==> src/rtl/wb_pkg.sv <==
// Shared types and constants for the writeback stage: state encoding, flag bit, size codes, uop payload.
package wb_pkg;

  localparam int unsigned XLEN   = 32;
  localparam int unsigned REG_W  = 3;
  localparam int unsigned SIZE_W = 2;
  localparam int unsigned ZF_BIT = 6;

  localparam logic [SIZE_W-1:0] SZ8  = 2'd0;
  localparam logic [SIZE_W-1:0] SZ16 = 2'd1;
  localparam logic [SIZE_W-1:0] SZ32 = 2'd2;

  typedef enum logic [1:0] {
    IDLE    = 2'd0,
    RETIRE  = 2'd1,
    WAIT_DC = 2'd2
  } wb_state_e;

  // Contents of the EX/WB latches
  typedef struct packed {
    logic              v;
    logic [XLEN-1:0]   neip;
    logic [SIZE_W-1:0] size;
    logic              ld_gpr1;
    logic              ld_gpr2;
    logic              store;
    logic              repne;
    logic [XLEN-1:0]   res_a;
    logic [XLEN-1:0]   res_b;
    logic [XLEN-1:0]   flags;
    logic [REG_W-1:0]  dr1;
    logic [REG_W-1:0]  dr2;
    logic [XLEN-1:0]   addr;
  } wb_uop_t;

endpackage

==> src/rtl/writeback_stage_if.sv <==
// Execute->writeback bundle plus the dcache store handshake.
interface writeback_stage_if;
  import wb_pkg::*;

  logic              WB_ld_latches;
  logic              WB_V_next;
  logic [XLEN-1:0]   WB_NEIP_next;
  logic [SIZE_W-1:0] WB_d2_datasize_all_next;
  logic              WB_ex_ld_gpr1_wb_next;
  logic              WB_ex_ld_gpr2_wb_next;
  logic              WB_ex_dcache_write_wb_next;
  logic              WB_d2_repne_wb_next;
  logic [XLEN-1:0]   WB_RESULT_A_next;
  logic [XLEN-1:0]   WB_RESULT_B_next;
  logic [XLEN-1:0]   WB_FLAGS_next;
  logic [REG_W-1:0]  WB_DR1_next;
  logic [REG_W-1:0]  WB_DR2_next;
  logic [XLEN-1:0]   WB_ADDRESS_next;
  logic              WB_stall;

  logic              dcache_wr_req;
  logic [XLEN-1:0]   dcache_wr_addr;
  logic [XLEN-1:0]   dcache_wr_data;
  logic [SIZE_W-1:0] dcache_wr_size;
  logic              dcache_wr_ready;

  modport master (
    output WB_ld_latches, WB_V_next, WB_NEIP_next, WB_d2_datasize_all_next,
           WB_ex_ld_gpr1_wb_next, WB_ex_ld_gpr2_wb_next, WB_ex_dcache_write_wb_next,
           WB_d2_repne_wb_next, WB_RESULT_A_next, WB_RESULT_B_next, WB_FLAGS_next,
           WB_DR1_next, WB_DR2_next, WB_ADDRESS_next, dcache_wr_ready,
    input  WB_stall, dcache_wr_req, dcache_wr_addr, dcache_wr_data, dcache_wr_size
  );

  modport slave (
    input  WB_ld_latches, WB_V_next, WB_NEIP_next, WB_d2_datasize_all_next,
           WB_ex_ld_gpr1_wb_next, WB_ex_ld_gpr2_wb_next, WB_ex_dcache_write_wb_next,
           WB_d2_repne_wb_next, WB_RESULT_A_next, WB_RESULT_B_next, WB_FLAGS_next,
           WB_DR1_next, WB_DR2_next, WB_ADDRESS_next, dcache_wr_ready,
    output WB_stall, dcache_wr_req, dcache_wr_addr, dcache_wr_data, dcache_wr_size
  );

endinterface

==> src/rtl/wb_dcache_wr_ctrl.sv <==
// Stage sequencing: holds a store request until dcache ready, generates stall, latch enable and retire.
module wb_dcache_wr_ctrl
  import wb_pkg::*;
(
  input  logic clk,
  input  logic rst_n,
  input  logic ld_latches_i,
  input  logic v_next_i,
  input  logic store_next_i,
  input  logic wr_ready_i,
  output logic latch_en_c,
  output logic retire_c,
  output logic stall_c,
  output logic wr_req_o
);

  wb_state_e state_q, state_d;
  logic      wr_req_q;

  // A store retires in the cycle ready is seen, so stall drops in that same cycle
  always_comb begin
    state_d    = state_q;
    stall_c    = 1'b0;
    retire_c   = 1'b0;
    latch_en_c = 1'b0;
    case (state_q)
      IDLE:    state_d = IDLE;
      RETIRE:  retire_c = 1'b1;
      WAIT_DC: begin
        stall_c  = !wr_ready_i;
        retire_c = wr_ready_i;
      end
      default: state_d = IDLE;
    endcase
    latch_en_c = ld_latches_i && !stall_c;
    if (latch_en_c) begin
      if (!v_next_i)        state_d = IDLE;
      else if (store_next_i) state_d = WAIT_DC;
      else                  state_d = RETIRE;
    end else if (retire_c) begin
      state_d = IDLE;
    end
  end

  always_ff @(posedge clk or negedge rst_n) begin
    if (!rst_n) begin
      state_q  <= IDLE;
      wr_req_q <= 1'b0;
    end else begin
      state_q  <= state_d;
      wr_req_q <= (state_d == WAIT_DC);
    end
  end

  assign wr_req_o = wr_req_q;

endmodule

==> src/rtl/writeback_stage.sv <==
// Final pipeline stage: EX/WB latches, retire decode, REPNE termination and retired-uop counter.
module writeback_stage
  import wb_pkg::wb_uop_t, wb_pkg::XLEN, wb_pkg::REG_W, wb_pkg::SIZE_W;
#(
  parameter int unsigned ZF_BIT = wb_pkg::ZF_BIT,
  parameter int unsigned CNT_W  = 32
) (
  input  logic               CLK,
  input  logic               CLR,
  writeback_stage_if.slave   wb,
  output logic               gpr1_we,
  output logic               gpr2_we,
  output logic [REG_W-1:0]   gpr1_sel,
  output logic [REG_W-1:0]   gpr2_sel,
  output logic [XLEN-1:0]    gpr1_data,
  output logic [XLEN-1:0]    gpr2_data,
  output logic [SIZE_W-1:0]  gpr_size,
  output logic               flags_we,
  output logic [XLEN-1:0]    flags_data,
  output logic               eip_we,
  output logic [XLEN-1:0]    eip_data,
  output logic               wb_repne_terminate_all,
  output logic [CNT_W-1:0]   retire_count
);

  wb_uop_t          uop_q, uop_d, uop_next;
  logic [CNT_W-1:0] cnt_q, cnt_d;
  logic             latch_en, retire, wr_req, retire_v;
  logic             collide, repne_done;

  wb_dcache_wr_ctrl u_dc_ctrl (
    .clk          (CLK),
    .rst_n        (CLR),
    .ld_latches_i (wb.WB_ld_latches),
    .v_next_i     (wb.WB_V_next),
    .store_next_i (wb.WB_ex_dcache_write_wb_next),
    .wr_ready_i   (wb.dcache_wr_ready),
    .latch_en_c   (latch_en),
    .retire_c     (retire),
    .stall_c      (wb.WB_stall),
    .wr_req_o     (wr_req)
  );

  always_comb begin
    uop_next         = '0;
    uop_next.v       = wb.WB_V_next;
    uop_next.neip    = wb.WB_NEIP_next;
    uop_next.size    = wb.WB_d2_datasize_all_next;
    uop_next.ld_gpr1 = wb.WB_ex_ld_gpr1_wb_next;
    uop_next.ld_gpr2 = wb.WB_ex_ld_gpr2_wb_next;
    uop_next.store   = wb.WB_ex_dcache_write_wb_next;
    uop_next.repne   = wb.WB_d2_repne_wb_next;
    uop_next.res_a   = wb.WB_RESULT_A_next;
    uop_next.res_b   = wb.WB_RESULT_B_next;
    uop_next.flags   = wb.WB_FLAGS_next;
    uop_next.dr1     = wb.WB_DR1_next;
    uop_next.dr2     = wb.WB_DR2_next;
    uop_next.addr    = wb.WB_ADDRESS_next;
  end

  assign uop_d = latch_en ? uop_next : uop_q;

  // Retire is all-or-nothing; a same-register double write keeps only GPR1
  assign retire_v   = retire && uop_q.v;
  assign collide    = uop_q.ld_gpr1 && uop_q.ld_gpr2 && (uop_q.dr1 == uop_q.dr2);
  assign repne_done = uop_q.repne && ((uop_q.res_b == '0) || uop_q.flags[ZF_BIT]);
  assign cnt_d      = cnt_q + CNT_W'(retire_v);

  always_ff @(posedge CLK or negedge CLR) begin
    if (!CLR) begin
      uop_q <= '0;
      cnt_q <= '0;
    end else begin
      uop_q <= uop_d;
      cnt_q <= cnt_d;
    end
  end

  assign gpr1_we                = retire_v && uop_q.ld_gpr1;
  assign gpr2_we                = retire_v && uop_q.ld_gpr2 && !collide;
  assign flags_we               = retire_v;
  assign eip_we                 = retire_v && (!uop_q.repne || repne_done);
  assign wb_repne_terminate_all = retire_v && repne_done;

  assign gpr1_sel   = uop_q.dr1;
  assign gpr2_sel   = uop_q.dr2;
  assign gpr1_data  = uop_q.res_a;
  assign gpr2_data  = uop_q.res_b;
  assign gpr_size   = uop_q.size;
  assign flags_data = uop_q.flags;
  assign eip_data   = uop_q.neip;

  assign wb.dcache_wr_req  = wr_req && uop_q.store;
  assign wb.dcache_wr_addr = uop_q.addr;
  assign wb.dcache_wr_data = uop_q.res_a;
  assign wb.dcache_wr_size = uop_q.size;

  assign retire_count = cnt_q;

endmodule
==> src/flat_wrapper.sv <==
// flat-port wrapper written by rule: the top's interface ports become plain ports
module writeback_stage_flat import wb_pkg::wb_uop_t, wb_pkg::XLEN, wb_pkg::REG_W, wb_pkg::SIZE_W;
#(
  parameter int unsigned ZF_BIT = wb_pkg::ZF_BIT,
  parameter int unsigned CNT_W  = 32
)
  (CLK, CLR, gpr1_we, gpr2_we, gpr1_sel, gpr2_sel, gpr1_data, gpr2_data, gpr_size, flags_we, flags_data, eip_we, eip_data, wb_repne_terminate_all, retire_count, wb_WB_ld_latches, wb_WB_V_next, wb_WB_NEIP_next, wb_WB_d2_datasize_all_next, wb_WB_ex_ld_gpr1_wb_next, wb_WB_ex_ld_gpr2_wb_next, wb_WB_ex_dcache_write_wb_next, wb_WB_d2_repne_wb_next, wb_WB_RESULT_A_next, wb_WB_RESULT_B_next, wb_WB_FLAGS_next, wb_WB_DR1_next, wb_WB_DR2_next, wb_WB_ADDRESS_next, wb_dcache_wr_ready, wb_WB_stall, wb_dcache_wr_req, wb_dcache_wr_addr, wb_dcache_wr_data, wb_dcache_wr_size);
  writeback_stage_if wb_i ();
  input  logic CLK;
  input  logic CLR;
  output logic gpr1_we;
  output logic gpr2_we;
  output logic [REG_W-1:0] gpr1_sel;
  output logic [REG_W-1:0] gpr2_sel;
  output logic [XLEN-1:0] gpr1_data;
  output logic [XLEN-1:0] gpr2_data;
  output logic [SIZE_W-1:0] gpr_size;
  output logic flags_we;
  output logic [XLEN-1:0] flags_data;
  output logic eip_we;
  output logic [XLEN-1:0] eip_data;
  output logic wb_repne_terminate_all;
  output logic [CNT_W-1:0] retire_count;
  input wire logic [$bits(wb_i.WB_ld_latches)-1:0] wb_WB_ld_latches;
  input wire logic [$bits(wb_i.WB_V_next)-1:0] wb_WB_V_next;
  input wire logic [$bits(wb_i.WB_NEIP_next)-1:0] wb_WB_NEIP_next;
  input wire logic [$bits(wb_i.WB_d2_datasize_all_next)-1:0] wb_WB_d2_datasize_all_next;
  input wire logic [$bits(wb_i.WB_ex_ld_gpr1_wb_next)-1:0] wb_WB_ex_ld_gpr1_wb_next;
  input wire logic [$bits(wb_i.WB_ex_ld_gpr2_wb_next)-1:0] wb_WB_ex_ld_gpr2_wb_next;
  input wire logic [$bits(wb_i.WB_ex_dcache_write_wb_next)-1:0] wb_WB_ex_dcache_write_wb_next;
  input wire logic [$bits(wb_i.WB_d2_repne_wb_next)-1:0] wb_WB_d2_repne_wb_next;
  input wire logic [$bits(wb_i.WB_RESULT_A_next)-1:0] wb_WB_RESULT_A_next;
  input wire logic [$bits(wb_i.WB_RESULT_B_next)-1:0] wb_WB_RESULT_B_next;
  input wire logic [$bits(wb_i.WB_FLAGS_next)-1:0] wb_WB_FLAGS_next;
  input wire logic [$bits(wb_i.WB_DR1_next)-1:0] wb_WB_DR1_next;
  input wire logic [$bits(wb_i.WB_DR2_next)-1:0] wb_WB_DR2_next;
  input wire logic [$bits(wb_i.WB_ADDRESS_next)-1:0] wb_WB_ADDRESS_next;
  input wire logic [$bits(wb_i.dcache_wr_ready)-1:0] wb_dcache_wr_ready;
  output wire logic [$bits(wb_i.WB_stall)-1:0] wb_WB_stall;
  output wire logic [$bits(wb_i.dcache_wr_req)-1:0] wb_dcache_wr_req;
  output wire logic [$bits(wb_i.dcache_wr_addr)-1:0] wb_dcache_wr_addr;
  output wire logic [$bits(wb_i.dcache_wr_data)-1:0] wb_dcache_wr_data;
  output wire logic [$bits(wb_i.dcache_wr_size)-1:0] wb_dcache_wr_size;
  assign wb_i.WB_ld_latches = wb_WB_ld_latches;
  assign wb_i.WB_V_next = wb_WB_V_next;
  assign wb_i.WB_NEIP_next = wb_WB_NEIP_next;
  assign wb_i.WB_d2_datasize_all_next = wb_WB_d2_datasize_all_next;
  assign wb_i.WB_ex_ld_gpr1_wb_next = wb_WB_ex_ld_gpr1_wb_next;
  assign wb_i.WB_ex_ld_gpr2_wb_next = wb_WB_ex_ld_gpr2_wb_next;
  assign wb_i.WB_ex_dcache_write_wb_next = wb_WB_ex_dcache_write_wb_next;
  assign wb_i.WB_d2_repne_wb_next = wb_WB_d2_repne_wb_next;
  assign wb_i.WB_RESULT_A_next = wb_WB_RESULT_A_next;
  assign wb_i.WB_RESULT_B_next = wb_WB_RESULT_B_next;
  assign wb_i.WB_FLAGS_next = wb_WB_FLAGS_next;
  assign wb_i.WB_DR1_next = wb_WB_DR1_next;
  assign wb_i.WB_DR2_next = wb_WB_DR2_next;
  assign wb_i.WB_ADDRESS_next = wb_WB_ADDRESS_next;
  assign wb_i.dcache_wr_ready = wb_dcache_wr_ready;
  assign wb_WB_stall = wb_i.WB_stall;
  assign wb_dcache_wr_req = wb_i.dcache_wr_req;
  assign wb_dcache_wr_addr = wb_i.dcache_wr_addr;
  assign wb_dcache_wr_data = wb_i.dcache_wr_data;
  assign wb_dcache_wr_size = wb_i.dcache_wr_size;
  writeback_stage #(.ZF_BIT(ZF_BIT), .CNT_W(CNT_W)) u_core (.CLK(CLK), .CLR(CLR), .wb(wb_i), .gpr1_we(gpr1_we), .gpr2_we(gpr2_we), .gpr1_sel(gpr1_sel), .gpr2_sel(gpr2_sel), .gpr1_data(gpr1_data), .gpr2_data(gpr2_data), .gpr_size(gpr_size), .flags_we(flags_we), .flags_data(flags_data), .eip_we(eip_we), .eip_data(eip_data), .wb_repne_terminate_all(wb_repne_terminate_all), .retire_count(retire_count));
endmodule
==> config.mk <==
export PLATFORM = sky130hd
export DESIGN_NAME = writeback_stage_flat
export DESIGN_NICKNAME = d
export VERILOG_FILES = /design/src/rtl/wb_pkg.sv /design/src/rtl/writeback_stage_if.sv /design/src/rtl/wb_dcache_wr_ctrl.sv /design/src/rtl/writeback_stage.sv /design/src/flat_wrapper.sv
export SDC_FILE = /design/constraint.sdc
export NUM_CORES = 1
export LEC_CHECK = 0
export ABC_AREA = 1
export BUFFER_PORTS_ARGS = -buffer_cell sky130_fd_sc_hd__buf_2
export CAP_MARGIN = 30
export CORE_ASPECT_RATIO = 0.5
export CORE_UTILIZATION = 49
export DETAILED_ROUTE_END_ITERATION = 6
export PLACE_DENSITY = 0.81
export SLEW_MARGIN = 25
export SYNTH_ARGS = -nofsm -noshare
export SYNTH_HDL_FRONTEND = slang
export SYNTH_SLANG_ARGS = --single-unit
==> constraint.sdc <==
create_clock -name CLK -period 2.8 [get_ports CLK]
set_clock_uncertainty 0.1 [all_clocks]
set_input_delay 0.42 -clock CLK [delete_from_list [all_inputs] [get_ports CLK]]
set_output_delay 0.42 -clock CLK [all_outputs]
set_load 0.02 [all_outputs]
## Word level (Yosys, flattened, before mapping)

Index checks and enable logic that the tools add are counted.

| word-level totals | value |
|---|---|
| input port bits | 177 |
| word-level logic and storage cells | 47 |
| register bits | 208 |

| cells by class | value |
|---|---|
| reductions and logical operators | 19 |
| add/sub/neg operators | 1 |
| multiplexer cells | 7 |
| equal/unequal tests | 4 |

Operators with widths:

| operator | count |
|---|---|
| $add 32x1->32 | 1 |
| $logic_not 32->1 | 1 |
| $logic_and 1x1->1 | 11 |
| $mux 2 | 5 |
| $eq 2x2->1 const B | 2 |
| $logic_not 1->1 | 4 |
| $eq 3x3->1 | 1 |
| $eq 2x1->1 const B | 1 |
| $logic_or 1x1->1 | 2 |
| $pmux 1 s2 | 1 |
| $reduce_or 2->1 | 1 |
| $mux 1 | 1 |

## Logic depth before layout (Yosys ltp)

Gate-level depths: netlist of run 1.

| logic depth | value |
|---|---|
| depth after elaboration | 6 |
| depth in mapped cells | 15 |
| mapped depth without buffers | 15 |

## Cells and area by module

Synthesis of run 1 repeated with hierarchy kept, for this count alone.

| second synthesis, totals | value |
|---|---|
| cell total of the unflattened synthesis | 903 |
| area, all modules | 10058.4 um^2 |

By module, submodules not included:

| module | area an instance (um^2) | times used | cells an instance | seq. area each (um^2) |
|---|---|---|---|---|
| writeback_stage | 9831.9 | 1 | 873 | 5129.9 |
| wb_dcache_wr_ctrl | 226.5 | 1 | 30 | 75.1 |

## Worst setup path before layout of run 1

Ideal clock, no wire load.

| path | value |
|---|---|
| kind | register to register |
| start | register u_core.u_dc_ctrl.state_q[0] |
| end | register u_core.cnt_q[26], in the netlist u_core.retire_count[26] |
| data arrival time | 2.331 ns |
| path slack | 0.251 ns |
| period minus slack after synthesis | 2.549 ns |
| path buffers | 0 |
| stages on the path, launching flop included | 14 |
| cells stage by stage | dfrtp_1 > inv_1 > ha_1 > inv_1 > nand2_1 > nor2_1 > ha_1 > ha_1 > nand3_2 > nand2b_4 > nor2_1 > nand2_1 > nand2_1 > nand2_1 |

| on the way | value |
|---|---|
| cells in the longest elaborated chain, start to end | 4 |
| elaborated cells between the ends (all ways) | 5 |
| classes of those cells | add/sub: 1; eq/ne: 2; mux: 1; reduce/logical: 1 |

RTL lines:

| item | line | text |
|---|---|---|
| start: declaration | wb_dcache_wr_ctrl.sv:17 | `wb_state_e state_q, state_d;` |
| start signal: assignment | wb_dcache_wr_ctrl.sv:50 | `state_q <= state_d;` |
| $eq 2x2->1 / $eq 2x1->1 (equally long branches) | wb_dcache_wr_ctrl.sv:26 | `case (state_q)` |
| $pmux 1 s2 (*) | wb_dcache_wr_ctrl.sv:26 |  |
| $logic_and 1x1->1 (*) | writeback_stage.sv:64 | `assign retire_v = retire && uop_q.v;` |
| via flags_we | flat_wrapper.sv:18 | `output logic flags_we;` |
| $add 32x1->32 (*) | writeback_stage.sv:67 | `assign cnt_d = cnt_q + CNT_W'(retire_v);` |
| via u_core.cnt_d[26] | writeback_stage.sv:27 | `logic [CNT_W-1:0] cnt_q, cnt_d;` |
| end signal: assignment | writeback_stage.sv:75 | `cnt_q <= cnt_d;` |
| end: declaration | writeback_stage.sv:27 |  |

The timed path passes the listed nets; every way through them passes the cells marked *.
A chain may end at the register's enable or synchronous reset.

## Worst setup path in the final report of run 1

| path | value |
|---|---|
| start | register u_core.u_dc_ctrl.state_q[0] |
| end | output port wb_repne_terminate_all |

| on the way | value |
|---|---|
| cells in the longest elaborated chain, start to end | 4 |
| elaborated cells between the ends (all ways) | 5 |
| classes of those cells | eq/ne: 2; mux: 1; reduce/logical: 2 |

RTL lines:

| item | line | text |
|---|---|---|
| $eq 2x2->1 / $eq 2x1->1 (equally long branches) | wb_dcache_wr_ctrl.sv:26 |  |
| $pmux 1 s2 (*) | wb_dcache_wr_ctrl.sv:26 |  |
| $logic_and 1x1->1 (*) | writeback_stage.sv:64 |  |
| $logic_and 1x1->1 (*) | writeback_stage.sv:83 | `assign wb_repne_terminate_all = retire_v && repne_done;` |
| end: declaration | flat_wrapper.sv:22 | `output logic wb_repne_terminate_all;` |

Every way passes the cells marked *; elsewhere a longest branch is shown, timed or not.

==> results of run 1 <==
[kinds of logic (layout without fill, tap and decap cells)]
| family | Yosys count | count (layout) | share of synthesized area |
|---|---|---|---|
| xor+xnor | 30 | 30 | 0.0262 |
| fa+ha+maj | 6 | 6 | 0.00749 |
| simple gates | 625 | 625 | 0.246 |
| buf+inv | 279 | 502 | 0.186 |
| flops | 208 | 208 | 0.519 |
| compound gates | 28 | 28 | 0.0145 |
[per-stage QoR]
stage	instances	power [mW]	area (sq um)	setup WS, ns
detailed placement	1630	5.19	10900	0.329
CTS	1665	8.07	11600	0.131
finish	1665	7.98	11600	0.261
global route	1665	8.36	11600	0.0413
global placement	1630	5.14	10900	0.427
floorplan	1176	4.95	10000	0.251
[cells in the mapped netlist]
master and count:
sky130_fd_sc_hd__a21oi_1 1, sky130_fd_sc_hd__and2_1 1, sky130_fd_sc_hd__buf_2 20, sky130_fd_sc_hd__buf_4 210, sky130_fd_sc_hd__buf_6 1, sky130_fd_sc_hd__clkbuf_1 8, sky130_fd_sc_hd__dfrtp_1 208, sky130_fd_sc_hd__ha_1 6
sky130_fd_sc_hd__inv_1 38, sky130_fd_sc_hd__inv_2 2, sky130_fd_sc_hd__nand2_1 542, sky130_fd_sc_hd__nand2_2 5, sky130_fd_sc_hd__nand2b_4 1, sky130_fd_sc_hd__nand3_1 6, sky130_fd_sc_hd__nand3_2 4, sky130_fd_sc_hd__nand3b_1 4
sky130_fd_sc_hd__nand4_1 3, sky130_fd_sc_hd__nor2_1 48, sky130_fd_sc_hd__nor2_2 2, sky130_fd_sc_hd__nor2_4 3, sky130_fd_sc_hd__nor3_1 5, sky130_fd_sc_hd__nor3b_1 1, sky130_fd_sc_hd__o211a_1 1, sky130_fd_sc_hd__o21ai_0 23
sky130_fd_sc_hd__o21ai_1 3, sky130_fd_sc_hd__xnor2_1 14, sky130_fd_sc_hd__xor2_1 16
[critical path, stage by stage, from the launching register on]
cell and delay (ns):
sky130_fd_sc_hd__dfrtp_1 0.40, sky130_fd_sc_hd__inv_1 0.07, sky130_fd_sc_hd__ha_1 0.19, sky130_fd_sc_hd__nand2_1 0.06, sky130_fd_sc_hd__nand2_1 0.05, sky130_fd_sc_hd__nand2_1 0.11
sky130_fd_sc_hd__nor2_2 0.16, sky130_fd_sc_hd__buf_4 0.17, sky130_fd_sc_hd__nand2_1 0.05, sky130_fd_sc_hd__a21oi_1 0.10, sky130_fd_sc_hd__buf_2 0.18
[worst paths after layout]
check	cells after the start	slack, ns	startpoint	endpoint
setup reg to reg	14	0.42	u_core.u_dc_ctrl.state_q[0]$_DFF_PN0_	u_core.retire_count[26]$_DFF_PN0_
hold reg to reg	2	0.37	u_core.wb.dcache_wr_addr[0]$_DFFE_PN0P_	u_core.wb.dcache_wr_addr[0]$_DFFE_PN0P_
max in group asynchronous	3	1.30	CLR	u_core.flags_data[4]$_DFFE_PN0P_
setup / recovery	10	0.26	u_core.u_dc_ctrl.state_q[0]$_DFF_PN0_	wb_repne_terminate_all
min in group asynchronous	2	0.44	CLR	u_core.eip_data[0]$_DFFE_PN0P_
hold / removal	3	0.02	wb_WB_RESULT_A_next[11]	u_core.gpr1_data[11]$_DFFE_PN0P_
[final cells by class]
type                    count  area (sq um)
clock inverters             7           116
clock buffers              27           568
repair buffers            428          2240
well taps                 266           333
inverters                  40           155
multi-input cells         689          2950
fillers                  1783          8150
flip-flops and latches    208          5200
[power breakdown]
part / total [mW] / switching (mW) / internal, mW
sequential: 3.53 / 0.207 / 3.32
combinational: 1.59 / 1.07 / 0.522
clock: 2.86 / 1.16 / 1.71
total: 7.98 / 2.43 / 5.55
[registers in the layout (all words and copies together), names as in the netlist]
signal and cells:
u_core.u_dc_ctrl.wr_req_o 1, u_core.gpr1_sel 3, u_core.wb.dcache_wr_addr 32, u_core.u_dc_ctrl.state_q 2, u_core.uop_q 5, u_core.gpr_size 2, u_core.gpr2_data 32, u_core.gpr1_data 32
u_core.retire_count 32, u_core.gpr2_sel 3, u_core.eip_data 32, u_core.flags_data 32
[per-layer routing]
| layer | global-route usage | up-vias | routed length [um] |
|---|---|---|---|
| met1 | 0.295 | 3759 | 10400 |
| met2 | 0.381 | 268 | 12200 |
| met4 | 0.0563 | 0 | 498 |
| met5 | 0 | - | 0 |
| li1 | - | 3774 | - |
| met3 | 0.0496 | 48 | 1700 |
[what timing repair did]
item,CTS,global route
setup endpoints to repair,0,2
gates resized for setup,0,1
endpoints found under the hold margin,87,0
hold buffers,1,0
==> report_table.html, run 1 <==
<table>
<tr><th>Metric</th><th>Value</th></tr>
<tr><th colspan="2">STA</th></tr>
<tr><td>Worst slew slack as a fraction of its limit</td><td>0.490</td></tr>
<tr><td>Hold violation total from the final report</td><td>0</td></tr>
<tr><td>RSZ-0062 raised after global routing</td><td>no</td></tr>
<tr><td>Crit share post-route</td><td>0.907</td></tr>
<tr><td>Fmax achieved</td><td>0.394 GHz</td></tr>
<tr><td>Pins Over Slew Limit</td><td>0</td></tr>
<tr><td>Transition time at the pin with the least slew margin</td><td>0.764 ns</td></tr>
<tr><td>Total negative setup slack</td><td>0 ns</td></tr>
<tr><td>Tmin final</td><td>2.54 ns</td></tr>
<tr><td>Finish-stage setup viols</td><td>0</td></tr>
<tr><td>Tightest hold margin</td><td>0.0206 ns</td></tr>
<tr><th colspan="2">Global route</th></tr>
<tr><td>Largest net degree at the start of global routing</td><td>154</td></tr>
<tr><td>Vias in the first global route</td><td>7331</td></tr>
<tr><td>Initial antenna violation count</td><td>1</td></tr>
<tr><td>GRT Util Overall</td><td>0.224</td></tr>
<tr><td>Overflow after GRT</td><td>0</td></tr>
<tr><td>First-pass GRT wire length</td><td>37.5 mm</td></tr>
<tr><th colspan="2">Worst setup path</th></tr>
<tr><td>Crit Path Category</td><td>reg2out</td></tr>
<tr><td>Nature of the critical path endpoint</td><td>output port</td></tr>
<tr><td>Critical path fanouts, max</td><td>5</td></tr>
<tr><td>Worst Path Arrival</td><td>2.02 ns</td></tr>
<tr><td>Required @ worst endpoint</td><td>2.28 ns</td></tr>
<tr><td>Kind of launch point of the worst setup path</td><td>flop</td></tr>
<tr><th colspan="2">Yosys</th></tr>
<tr><td>Avg Cell Area, Syn</td><td>8.52 sq um</td></tr>
<tr><td>Cells after Synth</td><td>1176</td></tr>
<tr><td>Largest area contributor in the synthesized netlist</td><td>sky130_fd_sc_hd__dfrtp_1</td></tr>
<tr><td>Number of flip-flops and latches in the synthesized netlist</td><td>208</td></tr>
<tr><td>Cell variety after synth</td><td>27</td></tr>
<tr><td>Syn nets</td><td>1359</td></tr>
<tr><td>Fraction of synthesized cell area taken by the top area cell type</td><td>0.519</td></tr>
<tr><td>Yosys warning count</td><td>0</td></tr>
<tr><td>Seq/Total Area, Yosys</td><td>0.519</td></tr>
<tr><td>Cell Area, Synth</td><td>10000 sq um</td></tr>
<tr><td>Biggest area contributors in the synthesized netlist</td><td>sky130_fd_sc_hd__dfrtp_1 (52%), sky130_fd_sc_hd__nand2_1 (20%), sky130_fd_sc_hd__buf_4 (16%)</td></tr>
<tr><th colspan="2">Status</th></tr>
<tr><td>Run status</td><td>complete, no violations</td></tr>
<tr><th colspan="2">Drt</th></tr>
<tr><td>Final routed wire length divided by cell count</td><td>14.9 um</td></tr>
<tr><td>Detailed-routing iteration count for the pre-antenna-repair pass</td><td>5</td></tr>
<tr><td>Initial detailed-routing violation count</td><td>450</td></tr>
<tr><td>Total DRC errors in the routed layout</td><td>0</td></tr>
<tr><td>Aggregate routed wire length</td><td>24.8 mm</td></tr>
<tr><td>Antenna viol nets, final</td><td>0</td></tr>
<tr><td>Drt via density</td><td>4.71</td></tr>
<tr><td>Via count</td><td>7849</td></tr>
<tr><th colspan="2">Layout</th></tr>
<tr><td>Highest-count cells in the layout ignoring fill and taps</td><td>sky130_fd_sc_hd__nand2_1 (542), sky130_fd_sc_hd__buf_2 (416), sky130_fd_sc_hd__dfrtp_1 (208)</td></tr>
<tr><td>Area overhead of the layout relative to synthesis</td><td>15.5%</td></tr>
<tr><td>Final design utilization</td><td>0.587</td></tr>
<tr><td>Fraction of layout cells with a size suffix above 1</td><td>0.340</td></tr>
<tr><td>Net total in the final layout</td><td>1570</td></tr>
<tr><td>Most frequent standard cell in the layout excluding fill and tap cells</td><td>sky130_fd_sc_hd__nand2_1</td></tr>
<tr><td>Total inserted antenna cells</td><td>0</td></tr>
<tr><th colspan="2">CTS</th></tr>
<tr><td>Depth of the CTS H-tree</td><td>1</td></tr>
<tr><td>Clock-pin slew of the registers on the worst-case setup and hold paths</td><td>0.07 ns</td></tr>
<tr><td>Clock Tree Root</td><td>sky130_fd_sc_hd__clkbuf_16</td></tr>
<tr><td>TritonCTS Buffers</td><td>20</td></tr>
<tr><td>Clock latency on the worst-skew pair</td><td>0.49 ns</td></tr>
<tr><td>Clock sinks</td><td>208</td></tr>
<tr><td>Max clock buf depth</td><td>3</td></tr>
<tr><td>TritonCTS clock tree</td><td>built</td></tr>
<tr><td>Buffer count from post-CTS setup fixing</td><td>0</td></tr>
<tr><th colspan="2">Die</th></tr>
<tr><td>Standard-cell row count</td><td>36</td></tr>
<tr><td>Area of the core</td><td>19700 sq um</td></tr>
<tr><td>Die height</td><td>103 um</td></tr>
<tr><td>Chip Width</td><td>204 um</td></tr>
<tr><td>Initial standard-cell utilization of the core</td><td>0.508</td></tr>
<tr><td>Number of top-level pins</td><td>418</td></tr>
<tr><td>Die ar.</td><td>21100 sq um</td></tr>
<tr><th colspan="2">Place</th></tr>
<tr><td>IO buf count</td><td>417</td></tr>
<tr><td>GP Congestion</td><td>0.936</td></tr>
<tr><td>Final HPWL from detailed placement</td><td>18.3 mm</td></tr>
<tr><th colspan="2">Power</th></tr>
<tr><td>Leakage</td><td>6.75 nW</td></tr>
<tr><td>Power Dens Cells</td><td>690 nW/um^2</td></tr>
<tr><td>Largest vdd supply drop</td><td>367 uV</td></tr>
<tr><th colspan="2">Run</th></tr>
<tr><td>Number of max-cap violations</td><td>0</td></tr>
<tr><th colspan="2">Worst hold path</th></tr>
<tr><td>Hold Path Class</td><td>in2reg</td></tr>
</table>
No activity file was read; power rests on OpenSTA's default activity.
==> run 2: changes to the inputs <==
--- a/config.mk
+++ b/config.mk
@@ -5,11 +5,10 @@
 export SDC_FILE = /design/constraint.sdc
 export NUM_CORES = 1
 export LEC_CHECK = 0
-export ABC_AREA = 1
 export BUFFER_PORTS_ARGS = -buffer_cell sky130_fd_sc_hd__buf_2
 export CAP_MARGIN = 30
 export CORE_ASPECT_RATIO = 0.5
-export CORE_UTILIZATION = 49
+export CORE_UTILIZATION = 48
 export DETAILED_ROUTE_END_ITERATION = 6
 export PLACE_DENSITY = 0.81
 export SLEW_MARGIN = 25
==> run 2 against run 1 <==
  * Synthesized area shrank 3.1%
  * Cell count shrank 4.9%
  * Combinational power grew 11%
  * Sequential share of layout area grew 0.91 points
  * First-iteration DRC count grew 9.1%
  * Routed wire length shrank 5.7%
  * Critical endpoint is now gpr2_we
==> report_table.html, run 2 <==
<table>
<tr><th>Metric</th><th>Value</th></tr>
<tr><th colspan="2">Worst setup path</th></tr>
<tr><td>Crit Path Category</td><td>reg2out</td></tr>
<tr><td>Worst Path Arrival</td><td>2.11 ns (+0.09 ns)</td></tr>
<tr><td>Slowest stage delay, CP</td><td>0.38 ns (-0.02 ns)</td></tr>
<tr><td>Cell Chain, Critical Path</td><td>inv_1 -&gt; ha_1 -&gt; a21oi_1 -&gt; nor2_1 -&gt; and2_2 -&gt; buf_4 -&gt; and3_1 -&gt; buf_2</td></tr>
<tr><td>Required @ worst endpoint</td><td>2.28 ns (about the same)</td></tr>
<tr><td>Critical path fanouts, max</td><td>4 (-1)</td></tr>
<tr><td>Cell at the slowest stage of the critical path</td><td>sky130_fd_sc_hd__dfrtp_1</td></tr>
<tr><td>Nature of the critical path endpoint</td><td>output port</td></tr>
<tr><td>Kind of launch point of the worst setup path</td><td>flop</td></tr>
<tr><td>Register-to-register setup slack</td><td>0.20 ns (-0.22 ns)</td></tr>
<tr><th colspan="2">Yosys</th></tr>
<tr><td>Number of synthesized flops with an enable pin</td><td>0 (unchanged)</td></tr>
<tr><td>Biggest area contributors in the synthesized netlist</td><td>sky130_fd_sc_hd__dfrtp_1 (54%), sky130_fd_sc_hd__nand2_1 (20%), sky130_fd_sc_hd__buf_4 (16%)</td></tr>
<tr><td>Largest area contributor in the synthesized netlist</td><td>sky130_fd_sc_hd__dfrtp_1</td></tr>
<tr><td>Syn nets</td><td>1278 (-6.0%)</td></tr>
<tr><td>Fraction of synthesized cell area taken by the top area cell type</td><td>0.536 (+0.0164)</td></tr>
<tr><td>Cell Area, Synth</td><td>9710 sq um (-3.1%)</td></tr>
<tr><td>Seq/Total Area, Yosys</td><td>0.536 (+0.0164)</td></tr>
<tr><td>Async set or reset register ratio after synthesis</td><td>1.00 (unchanged)</td></tr>
<tr><td>Synth top cells by count</td><td>sky130_fd_sc_hd__nand2_1 (529), sky130_fd_sc_hd__dfrtp_1 (208), sky130_fd_sc_hd__buf_4 (202)</td></tr>
<tr><td>Synth Flop Type</td><td>sky130_fd_sc_hd__dfrtp_1</td></tr>
<tr><td>Cell variety after synth</td><td>28 (+3.7%)</td></tr>
<tr><td>Cells after Synth</td><td>1095 (-6.9%)</td></tr>
<tr><td>Cell with the most instances after synthesis</td><td>sky130_fd_sc_hd__nand2_1</td></tr>
<tr><td>Yosys warning count</td><td>0 (unchanged)</td></tr>
<tr><td>Avg Cell Area, Syn</td><td>8.87 sq um (+4.1%)</td></tr>
<tr><td>Number of flip-flops and latches in the synthesized netlist</td><td>208 (unchanged)</td></tr>
<tr><th colspan="2">Run</th></tr>
<tr><td>Number of max-cap violations</td><td>0 (unchanged)</td></tr>
<tr><th colspan="2">STA</th></tr>
<tr><td>Finish-stage setup viols</td><td>0 (unchanged)</td></tr>
<tr><td>Hold violation total from the final report</td><td>0 (unchanged)</td></tr>
<tr><td>Fmax achieved</td><td>0.380 GHz (-3.6%)</td></tr>
<tr><td>Crit share post-route</td><td>0.941 (+0.0342)</td></tr>
<tr><td>Pins Over Slew Limit</td><td>0 (unchanged)</td></tr>
<tr><td>Transition time at the pin with the least slew margin</td><td>0.619 ns (-0.146 ns)</td></tr>
<tr><td>Total negative setup slack</td><td>0 ns (unchanged)</td></tr>
<tr><td>Worst slew slack as a fraction of its limit</td><td>0.588 (+0.0972)</td></tr>
<tr><td>RSZ-0062 raised after global routing</td><td>no</td></tr>
<tr><td>Tmin final</td><td>2.63 ns (+0.0957 ns)</td></tr>
<tr><th colspan="2">Worst hold path</th></tr>
<tr><td>Hold Path Class</td><td>in2reg</td></tr>
<tr><th colspan="2">Drt</th></tr>
<tr><td>Drt via density</td><td>4.75 (+0.70%)</td></tr>
<tr><td>Detailed-routing iteration count for the pre-antenna-repair pass</td><td>5 (unchanged)</td></tr>
<tr><td>Aggregate routed wire length</td><td>23.4 mm (-5.7%)</td></tr>
<tr><td>Initial detailed-routing violation count</td><td>491 (+9.1%)</td></tr>
<tr><td>Final routed wire length divided by cell count</td><td>14.8 um (-0.77%)</td></tr>
<tr><td>Total DRC errors in the routed layout</td><td>0 (unchanged)</td></tr>
<tr><td>Via count</td><td>7515 (-4.3%)</td></tr>
<tr><td>Antenna viol nets, final</td><td>0 (unchanged)</td></tr>
<tr><th colspan="2">Power</th></tr>
<tr><td>Combinational share of power</td><td>0.214 (+0.015)</td></tr>
<tr><td>Internal portion of total power</td><td>5.65 mW (+1.8%)</td></tr>
<tr><td>Share of power burned in the clock network</td><td>0.346 (-0.013)</td></tr>
<tr><td>Part of the total power dissipated in sequential elements</td><td>0.440 (-0.002)</td></tr>
<tr><td>Power Dens Cells</td><td>726 nW/um^2 (+5.3%)</td></tr>
<tr><td>Leakage</td><td>6.63 nW (-1.7%)</td></tr>
<tr><td>Switching power share of the total</td><td>0.314 (+0.00953)</td></tr>
<tr><td>Largest vdd supply drop</td><td>422 uV (+15%)</td></tr>
<tr><td>Switching power total</td><td>2.59 mW (+6.4%)</td></tr>
<tr><th colspan="2">Layout</th></tr>
<tr><td>Highest-count cells in the layout ignoring fill and taps</td><td>sky130_fd_sc_hd__nand2_1 (528), sky130_fd_sc_hd__buf_2 (416), sky130_fd_sc_hd__dfrtp_1 (208)</td></tr>
<tr><td>Net total in the final layout</td><td>1488 (-5.2%)</td></tr>
<tr><td>Fill cell instance count of the final layout</td><td>1717 (-3.7%)</td></tr>
<tr><td>Area overhead of the layout relative to synthesis</td><td>16.8%</td></tr>
<tr><td>Total inserted antenna cells</td><td>0 (unchanged)</td></tr>
<tr><td>Number of non-filler instances in the completed layout</td><td>1583 (-4.9%)</td></tr>
<tr><td>Area taken by flip-flops and latches</td><td>5200 sq um (unchanged)</td></tr>
<tr><td>Most frequent standard cell in the layout excluding fill and tap cells</td><td>sky130_fd_sc_hd__nand2_1</td></tr>
<tr><td>Fraction of layout cells with a size suffix above 1</td><td>0.352 (+0.0128)</td></tr>
<tr><td>Final Instance Area</td><td>11300 sq um (-2.0%)</td></tr>
<tr><td>Footprint of the multi-input gates</td><td>2840 sq um (-4.0%)</td></tr>
<tr><th colspan="2">Global route</th></tr>
<tr><td>GRT Util Overall</td><td>0.210 (-0.0142)</td></tr>
<tr><td>Initial antenna violation count</td><td>0 (-1)</td></tr>
<tr><td>Overflow after GRT</td><td>0 (unchanged)</td></tr>
<tr><td>Largest net degree at the start of global routing</td><td>73 (-53%)</td></tr>
<tr><td>Vias in the first global route</td><td>6981 (-4.8%)</td></tr>
<tr><td>First-pass GRT wire length</td><td>35.1 mm (-6.4%)</td></tr>
<tr><th colspan="2">Place</th></tr>
<tr><td>Final HPWL from detailed placement</td><td>17.1 mm (-6.8%)</td></tr>
<tr><td>Post-placement cell count</td><td>1545 (-5.2%)</td></tr>
<tr><td>IO buf count</td><td>417 (unchanged)</td></tr>
<tr><td>GP Congestion</td><td>0.843 (-9.9%)</td></tr>
<tr><td>Post-DP Area</td><td>10600 sq um (-2.5%)</td></tr>
<tr><th colspan="2">Die</th></tr>
<tr><td>Die height</td><td>103 um (-0.51%)</td></tr>
<tr><td>Number of top-level pins</td><td>418 (unchanged)</td></tr>
<tr><td>Initial standard-cell utilization of the core</td><td>0.495 (-0.0133)</td></tr>
<tr><td>Area of the core</td><td>19600 sq um (-0.46%)</td></tr>
<tr><td>Die ar.</td><td>20800 sq um (-1.0%)</td></tr>
<tr><td>Standard-cell row count</td><td>36 (unchanged)</td></tr>
<tr><td>Chip Width</td><td>203 um (-0.52%)</td></tr>
<tr><th colspan="2">Status</th></tr>
<tr><td>Run status</td><td>complete, no violations</td></tr>
<tr><th colspan="2">CTS</th></tr>
<tr><td>Depth of the CTS H-tree</td><td>1 (unchanged)</td></tr>
<tr><td>Clock sinks</td><td>208 (unchanged)</td></tr>
<tr><td>Buffer count from post-CTS setup fixing</td><td>0 (unchanged)</td></tr>
<tr><td>Clock latency on the worst-skew pair</td><td>0.48 ns (about the same)</td></tr>
<tr><td>Clock Tree Root</td><td>sky130_fd_sc_hd__clkbuf_16</td></tr>
<tr><td>Max clock buf depth</td><td>3 (unchanged)</td></tr>
<tr><td>TritonCTS clock tree</td><td>built</td></tr>
<tr><td>TritonCTS Buffers</td><td>20 (unchanged)</td></tr>
<tr><td>Clock-pin slew of the registers on the worst-case setup and hold paths</td><td>0.06 ns (about the same)</td></tr>
</table>
## run 2: cell types whose count changed after synthesis, moves of 11 or more
cell / change
sky130_fd_sc_hd__nand2_1: -13
sky130_fd_sc_hd__nor2_1: -39
sky130_fd_sc_hd__inv_1: -31
sky130_fd_sc_hd__o21ai_0: -20
sky130_fd_sc_hd__xor2_1: -11
sky130_fd_sc_hd__xnor2_1: +14
## run 2: metrics by stage
step	setup slack, ns	hold slack, ns	utilization	power (mW)
2_1_floorplan	0.278	0.0244	-	5.19
3_3_place_gp	0.177	0.340	0.540	5.38
3_5_place_dp	0.0544	0.349	0.540	5.44
4_1_cts	0.0552	0.000903	0.577	8.33
5_1_grt	0.0215	0.00889	0.578	8.63
6_report	0.165	0.0183	0.578	8.24
## run 2: repair_timing
action	CTS	global route
endpoints found under the setup margin	0	16
resized for setup	0	4
hold buffers	4	0
endpoints found under the hold margin	68	0
## run 2: layout make-up
| class | instances | area share |
|---|---|---|
| multi-input combinational | 640 | 0.250 |
| inverter | 7 | 0.00232 |
| clock buffer | 27 | 0.0501 |
| timing repair buffer | 428 | 0.200 |
| sequential | 208 | 0.459 |
| tap | 266 | 0.0293 |
| clock inverter | 7 | 0.0100 |
## run 2: final timing paths
path | startpoint | endpoint | cells past startpoint
max in group asynchronous | CLR | u_core.retire_count[22]$_DFF_PN0_ | 3
setup / recovery | u_core.u_dc_ctrl.state_q[0]$_DFF_PN0_ | gpr2_we | 8
min in group asynchronous | CLR | u_core.wb.dcache_wr_addr[31]$_DFFE_PN0P_ | 2
setup reg to reg | u_core.u_dc_ctrl.state_q[0]$_DFF_PN0_ | u_core.retire_count[18]$_DFF_PN0_ | 10
hold / removal | wb_WB_FLAGS_next[9] | u_core.flags_data[9]$_DFFE_PN0P_ | 3
hold reg to reg | u_core.wb.dcache_wr_addr[23]$_DFFE_PN0P_ | u_core.wb.dcache_wr_addr[23]$_DFFE_PN0P_ | 2
## run 2: logic make-up after synthesis
kind of cell	Yosys count	share of synthesized area
adders and majority gates	6	0.00773
DFF	208	0.536
AOI/OAI and AO/OA	8	0.00567
xor gates and xnor gates	33	0.0298
buffers and inverters	247	0.175
and+or+nand+nor	593	0.246
## run 2: critical path: cells and delay by family, from the launching register on
| kind | cells | cell delay, ns |
|---|---|---|
| AND/OR/NAND/NOR | 3 | 0.48 |
| buffers and inverters | 3 | 0.38 |
| flip-flops | 1 | 0.38 |
| adder cells (fa/ha/maj) | 1 | 0.22 |
| AO/OA/AOI/OAI | 1 | 0.17 |
## run 2: per-layer routing
metal / part of all wire / GRT usage / vias up / routed length (um)
met3: 0.051 / 0.0395 / 51 / 1190
met1: 0.43 / 0.269 / 3629 / 9970
li1: - / - / 3592 / -
met5: 0 / 0 / - / 0
met4: 0.027 / 0.0602 / 0 / 623
met2: 0.50 / 0.369 / 243 / 11600
## run 2: power by group through the flow
stage	clock network, mW	registers [mW]	logic [mW]
floorplan	0	3.63	1.56
global placement	0	3.65	1.74
detailed placement	0	3.67	1.78
CTS	2.92	3.62	1.78
global route	3.04	3.67	1.92
finish	2.85	3.62	1.77
==> run 3: changes to the inputs <==
==> constraint.sdc (replaced) <==
create_clock -name CLK -period 2.84 [get_ports CLK]
set_clock_uncertainty 0.1 [all_clocks]
set_input_delay 0.426 -clock CLK [delete_from_list [all_inputs] [get_ports CLK]]
set_output_delay 0.426 -clock CLK [all_outputs]
set_load 0.02 [all_outputs]
==> run 3 against run 2 <==
  * Die area stayed put
  * Non-clock buffer count is 2 lower
  * Clock power is 2% lower
  * Cell count hardly changed
  * Combinational power is 2% lower
  * Setup slack better by 0.0028 ns
  * Via count is 0.27% lower
  * Highest routed layer unchanged
==> report_table.html, run 3 (synthesis results as in run 2) <==
<table>
<tr><th>Metric</th><th>Value</th></tr>
<tr><th colspan="2">Status</th></tr>
<tr><td>Run status</td><td>complete, no violations</td></tr>
<tr><th colspan="2">Power</th></tr>
<tr><td>Leakage</td><td>6.63 nW (about the same)</td></tr>
<tr><td>Overall power after layout</td><td>8.08 mW (-1.9%)</td></tr>
<tr><td>Power Dens Cells</td><td>713 nW/um^2 (-1.8%)</td></tr>
<tr><td>Largest vdd supply drop</td><td>348 uV (-18%)</td></tr>
<tr><th colspan="2">Layout</th></tr>
<tr><td>Area overhead of the layout relative to synthesis</td><td>16.7%</td></tr>
<tr><td>Fill cell instance count of the final layout</td><td>1717 (unchanged)</td></tr>
<tr><td>Most frequent standard cell in the layout excluding fill and tap cells</td><td>sky130_fd_sc_hd__nand2_1</td></tr>
<tr><td>Total inserted antenna cells</td><td>0 (unchanged)</td></tr>
<tr><td>Fraction of layout cells with a size suffix above 1</td><td>0.354 (+0.00179)</td></tr>
<tr><td>Number of non-filler instances in the completed layout</td><td>1582 (-0.063%)</td></tr>
<tr><td>Net total in the final layout</td><td>1486 (-0.13%)</td></tr>
<tr><td>Highest-count cells in the layout ignoring fill and taps</td><td>sky130_fd_sc_hd__nand2_1 (528), sky130_fd_sc_hd__buf_2 (416), sky130_fd_sc_hd__dfrtp_1 (208)</td></tr>
<tr><th colspan="2">Worst hold path</th></tr>
<tr><td>Hold Path Class</td><td>in2reg</td></tr>
<tr><th colspan="2">Drt</th></tr>
<tr><td>Total DRC errors in the routed layout</td><td>0 (unchanged)</td></tr>
<tr><td>Drt via density</td><td>4.74 (-0.20%)</td></tr>
<tr><td>Antenna viol nets, final</td><td>0 (unchanged)</td></tr>
<tr><td>Via count</td><td>7495 (-0.27%)</td></tr>
<tr><td>Aggregate routed wire length</td><td>22.8 mm (-2.6%)</td></tr>
<tr><td>Final routed wire length divided by cell count</td><td>14.4 um (-2.6%)</td></tr>
<tr><td>Initial detailed-routing violation count</td><td>429 (-13%)</td></tr>
<tr><td>Detailed-routing iteration count for the pre-antenna-repair pass</td><td>4 (-1)</td></tr>
<tr><th colspan="2">CTS</th></tr>
<tr><td>Clock-pin slew of the registers on the worst-case setup and hold paths</td><td>0.07 ns (about the same)</td></tr>
<tr><td>Clock Tree Root</td><td>sky130_fd_sc_hd__clkbuf_16</td></tr>
<tr><td>Max clock buf depth</td><td>3 (unchanged)</td></tr>
<tr><td>TritonCTS Buffers</td><td>20 (unchanged)</td></tr>
<tr><td>TritonCTS clock tree</td><td>built</td></tr>
<tr><td>Clock latency on the worst-skew pair</td><td>0.49 ns (about the same)</td></tr>
<tr><td>Depth of the CTS H-tree</td><td>1 (unchanged)</td></tr>
<tr><td>Clock sinks</td><td>208 (unchanged)</td></tr>
<tr><th colspan="2">Place</th></tr>
<tr><td>Worst setup timing slack at the placement stage</td><td>0.0742 ns (+0.0198 ns)</td></tr>
<tr><td>Post-placement cell count</td><td>1546 (+0.065%)</td></tr>
<tr><td>Final HPWL from detailed placement</td><td>16.6 mm (-2.9%)</td></tr>
<tr><td>GP Congestion</td><td>0.839 (-0.51%)</td></tr>
<tr><td>IO buf count</td><td>417 (unchanged)</td></tr>
<tr><th colspan="2">STA</th></tr>
<tr><td>Pins Over Slew Limit</td><td>0 (unchanged)</td></tr>
<tr><td>RSZ-0062 raised after global routing</td><td>no</td></tr>
<tr><td>Crit share post-route</td><td>0.941</td></tr>
<tr><td>Hold violation total from the final report</td><td>0 (unchanged)</td></tr>
<tr><td>Worst slew slack as a fraction of its limit</td><td>0.576 (-0.0112)</td></tr>
<tr><td>Min setup slack post-route</td><td>0.168 ns (+0.00275 ns)</td></tr>
<tr><td>Tightest hold margin</td><td>0.0176 ns (-0.000681 ns)</td></tr>
<tr><td>Total negative setup slack</td><td>0 ns (unchanged)</td></tr>
<tr><td>Fmax achieved</td><td>0.374 GHz</td></tr>
<tr><td>Tmin final</td><td>2.67 ns</td></tr>
<tr><td>Finish-stage setup viols</td><td>0 (unchanged)</td></tr>
<tr><td>Transition time at the pin with the least slew margin</td><td>0.635 ns (+0.0162 ns)</td></tr>
<tr><th colspan="2">Global route</th></tr>
<tr><td>Vias in the first global route</td><td>6882 (-1.4%)</td></tr>
<tr><td>Initial antenna violation count</td><td>0 (unchanged)</td></tr>
<tr><td>GRT Util Overall</td><td>0.205 (-0.00485)</td></tr>
<tr><td>First-pass GRT wire length</td><td>34.7 mm (-0.94%)</td></tr>
<tr><td>Overflow after GRT</td><td>0 (unchanged)</td></tr>
<tr><td>Largest net degree at the start of global routing</td><td>81 (+11%)</td></tr>
<tr><th colspan="2">Worst setup path</th></tr>
<tr><td>Nature of the critical path endpoint</td><td>output port</td></tr>
<tr><td>Crit Path Category</td><td>reg2out</td></tr>
<tr><td>Required @ worst endpoint</td><td>2.31 ns (+0.03 ns)</td></tr>
<tr><td>Register-to-register setup slack</td><td>0.18 ns (-0.02 ns)</td></tr>
<tr><td>Depth of the worst register-to-register path</td><td>10 (unchanged)</td></tr>
<tr><td>Origin of the critical flop-to-flop path</td><td>u_core.u_dc_ctrl.state_q[0]$_DFF_PN0_</td></tr>
<tr><td>Critical path fanouts, max</td><td>4 (unchanged)</td></tr>
<tr><td>Kind of launch point of the worst setup path</td><td>flop</td></tr>
<tr><td>Slowest stage delay, CP</td><td>0.38 ns (about the same)</td></tr>
<tr><td>Cell at the slowest stage of the critical path</td><td>sky130_fd_sc_hd__dfrtp_1</td></tr>
<tr><td>Cell Chain, Critical Path</td><td>inv_1 -&gt; ha_1 -&gt; nor2_1 -&gt; and2_2 -&gt; buf_4 -&gt; o211a_1 -&gt; buf_2</td></tr>
<tr><td>Destination of the worst register-to-register timing path</td><td>u_core.retire_count[20]$_DFF_PN0_</td></tr>
<tr><td>Worst Path Arrival</td><td>2.15 ns (+0.04 ns)</td></tr>
<tr><td>Crit path from</td><td>u_core.u_dc_ctrl.state_q[0]$_DFF_PN0_</td></tr>
<tr><td>Worst setup path end</td><td>wb_repne_terminate_all</td></tr>
<tr><th colspan="2">Die</th></tr>
<tr><td>Initial standard-cell utilization of the core</td><td>0.495 (unchanged)</td></tr>
<tr><td>Die ar.</td><td>20800 sq um (unchanged)</td></tr>
<tr><td>Die height</td><td>103 um (unchanged)</td></tr>
<tr><td>Number of top-level pins</td><td>418 (unchanged)</td></tr>
<tr><td>Area of the core</td><td>19600 sq um (unchanged)</td></tr>
<tr><td>Standard-cell row count</td><td>36 (unchanged)</td></tr>
<tr><td>Chip Width</td><td>203 um (unchanged)</td></tr>
<tr><th colspan="2">Run</th></tr>
<tr><td>Number of max-cap violations</td><td>0 (unchanged)</td></tr>
</table>
run 3: area by class of cell:
class | instances | area (sq um) | share of cell area
Sequential cell | 208 | 5200 | 0.459
Multi-Input combinational cell | 640 | 2840 | 0.250
Timing Repair Buffer | 426 | 2240 | 0.198
Clock buffer | 30 | 598 | 0.0528
Tap cell | 266 | 333 | 0.0294
Clock inverter | 5 | 92.6 | 0.00817
Inverter | 7 | 26.3 | 0.00232
run 3: worst min-delay path by stage:
stage                                       start                                       to  slack (ns)  cells past startpoint
after floorplan                               CLR           u_core.eip_data[0]$_DFFE_PN0P_        0.03                      0
after global placement                        CLR           u_core.eip_data[3]$_DFFE_PN0P_        0.27                      1
after detailed placement                      CLR           u_core.eip_data[3]$_DFFE_PN0P_        0.28                      1
after CTS                   wb_WB_ADDRESS_next[8]  u_core.wb.dcache_wr_addr[8]$_DFFE_PN0P_       0.003                      3
after global routing      wb_WB_RESULT_B_next[11]         u_core.gpr2_data[11]$_DFFE_PN0P_       0.004                      3
final                     wb_WB_RESULT_B_next[11]         u_core.gpr2_data[11]$_DFFE_PN0P_        0.02                      3
run 3: per-layer routing:
layer | vias up | global-route usage | part of all wire
met3 | 40 | 0.0386 | 0.057
met4 | 0 | 0.0486 | 0.019
met5 | - | 0 | 0
li1 | 3594 | - | -
met2 | 247 | 0.347 | 0.49
met1 | 3614 | 0.278 | 0.43
run 3: through the flow:
stage / utilization / area, sq um
floorplan: - / 9710
CTS: 0.576 / 11300
global placement: 0.540 / 10600
finish: 0.577 / 11300
global route: 0.577 / 11300
detailed placement: 0.540 / 10600
run 3: what timing repair did:
item | CTS | global route
hold buffers | 1 | 0
buffers inserted | 0 | 0
gates resized for setup | 0 | 4
setup endpoints to repair | 0 | 18
endpoints found under the hold margin | 39 | 0
run 3: critical path: cells and delay by family, from the launching register on:
family          cells  cell delay (ns)
flops               1             0.38
compound gates      1             0.16
fa+ha+maj           1             0.30
simple gates        2             0.44
buf+inv             3             0.37
run 3: power breakdown:
group / total, mW / switching [mW] / internal, mW
combinational: 1.73 / 1.16 / 0.569
sequential: 3.57 / 0.249 / 3.32
clock: 2.78 / 1.13 / 1.65
total: 8.08 / 2.54 / 5.54
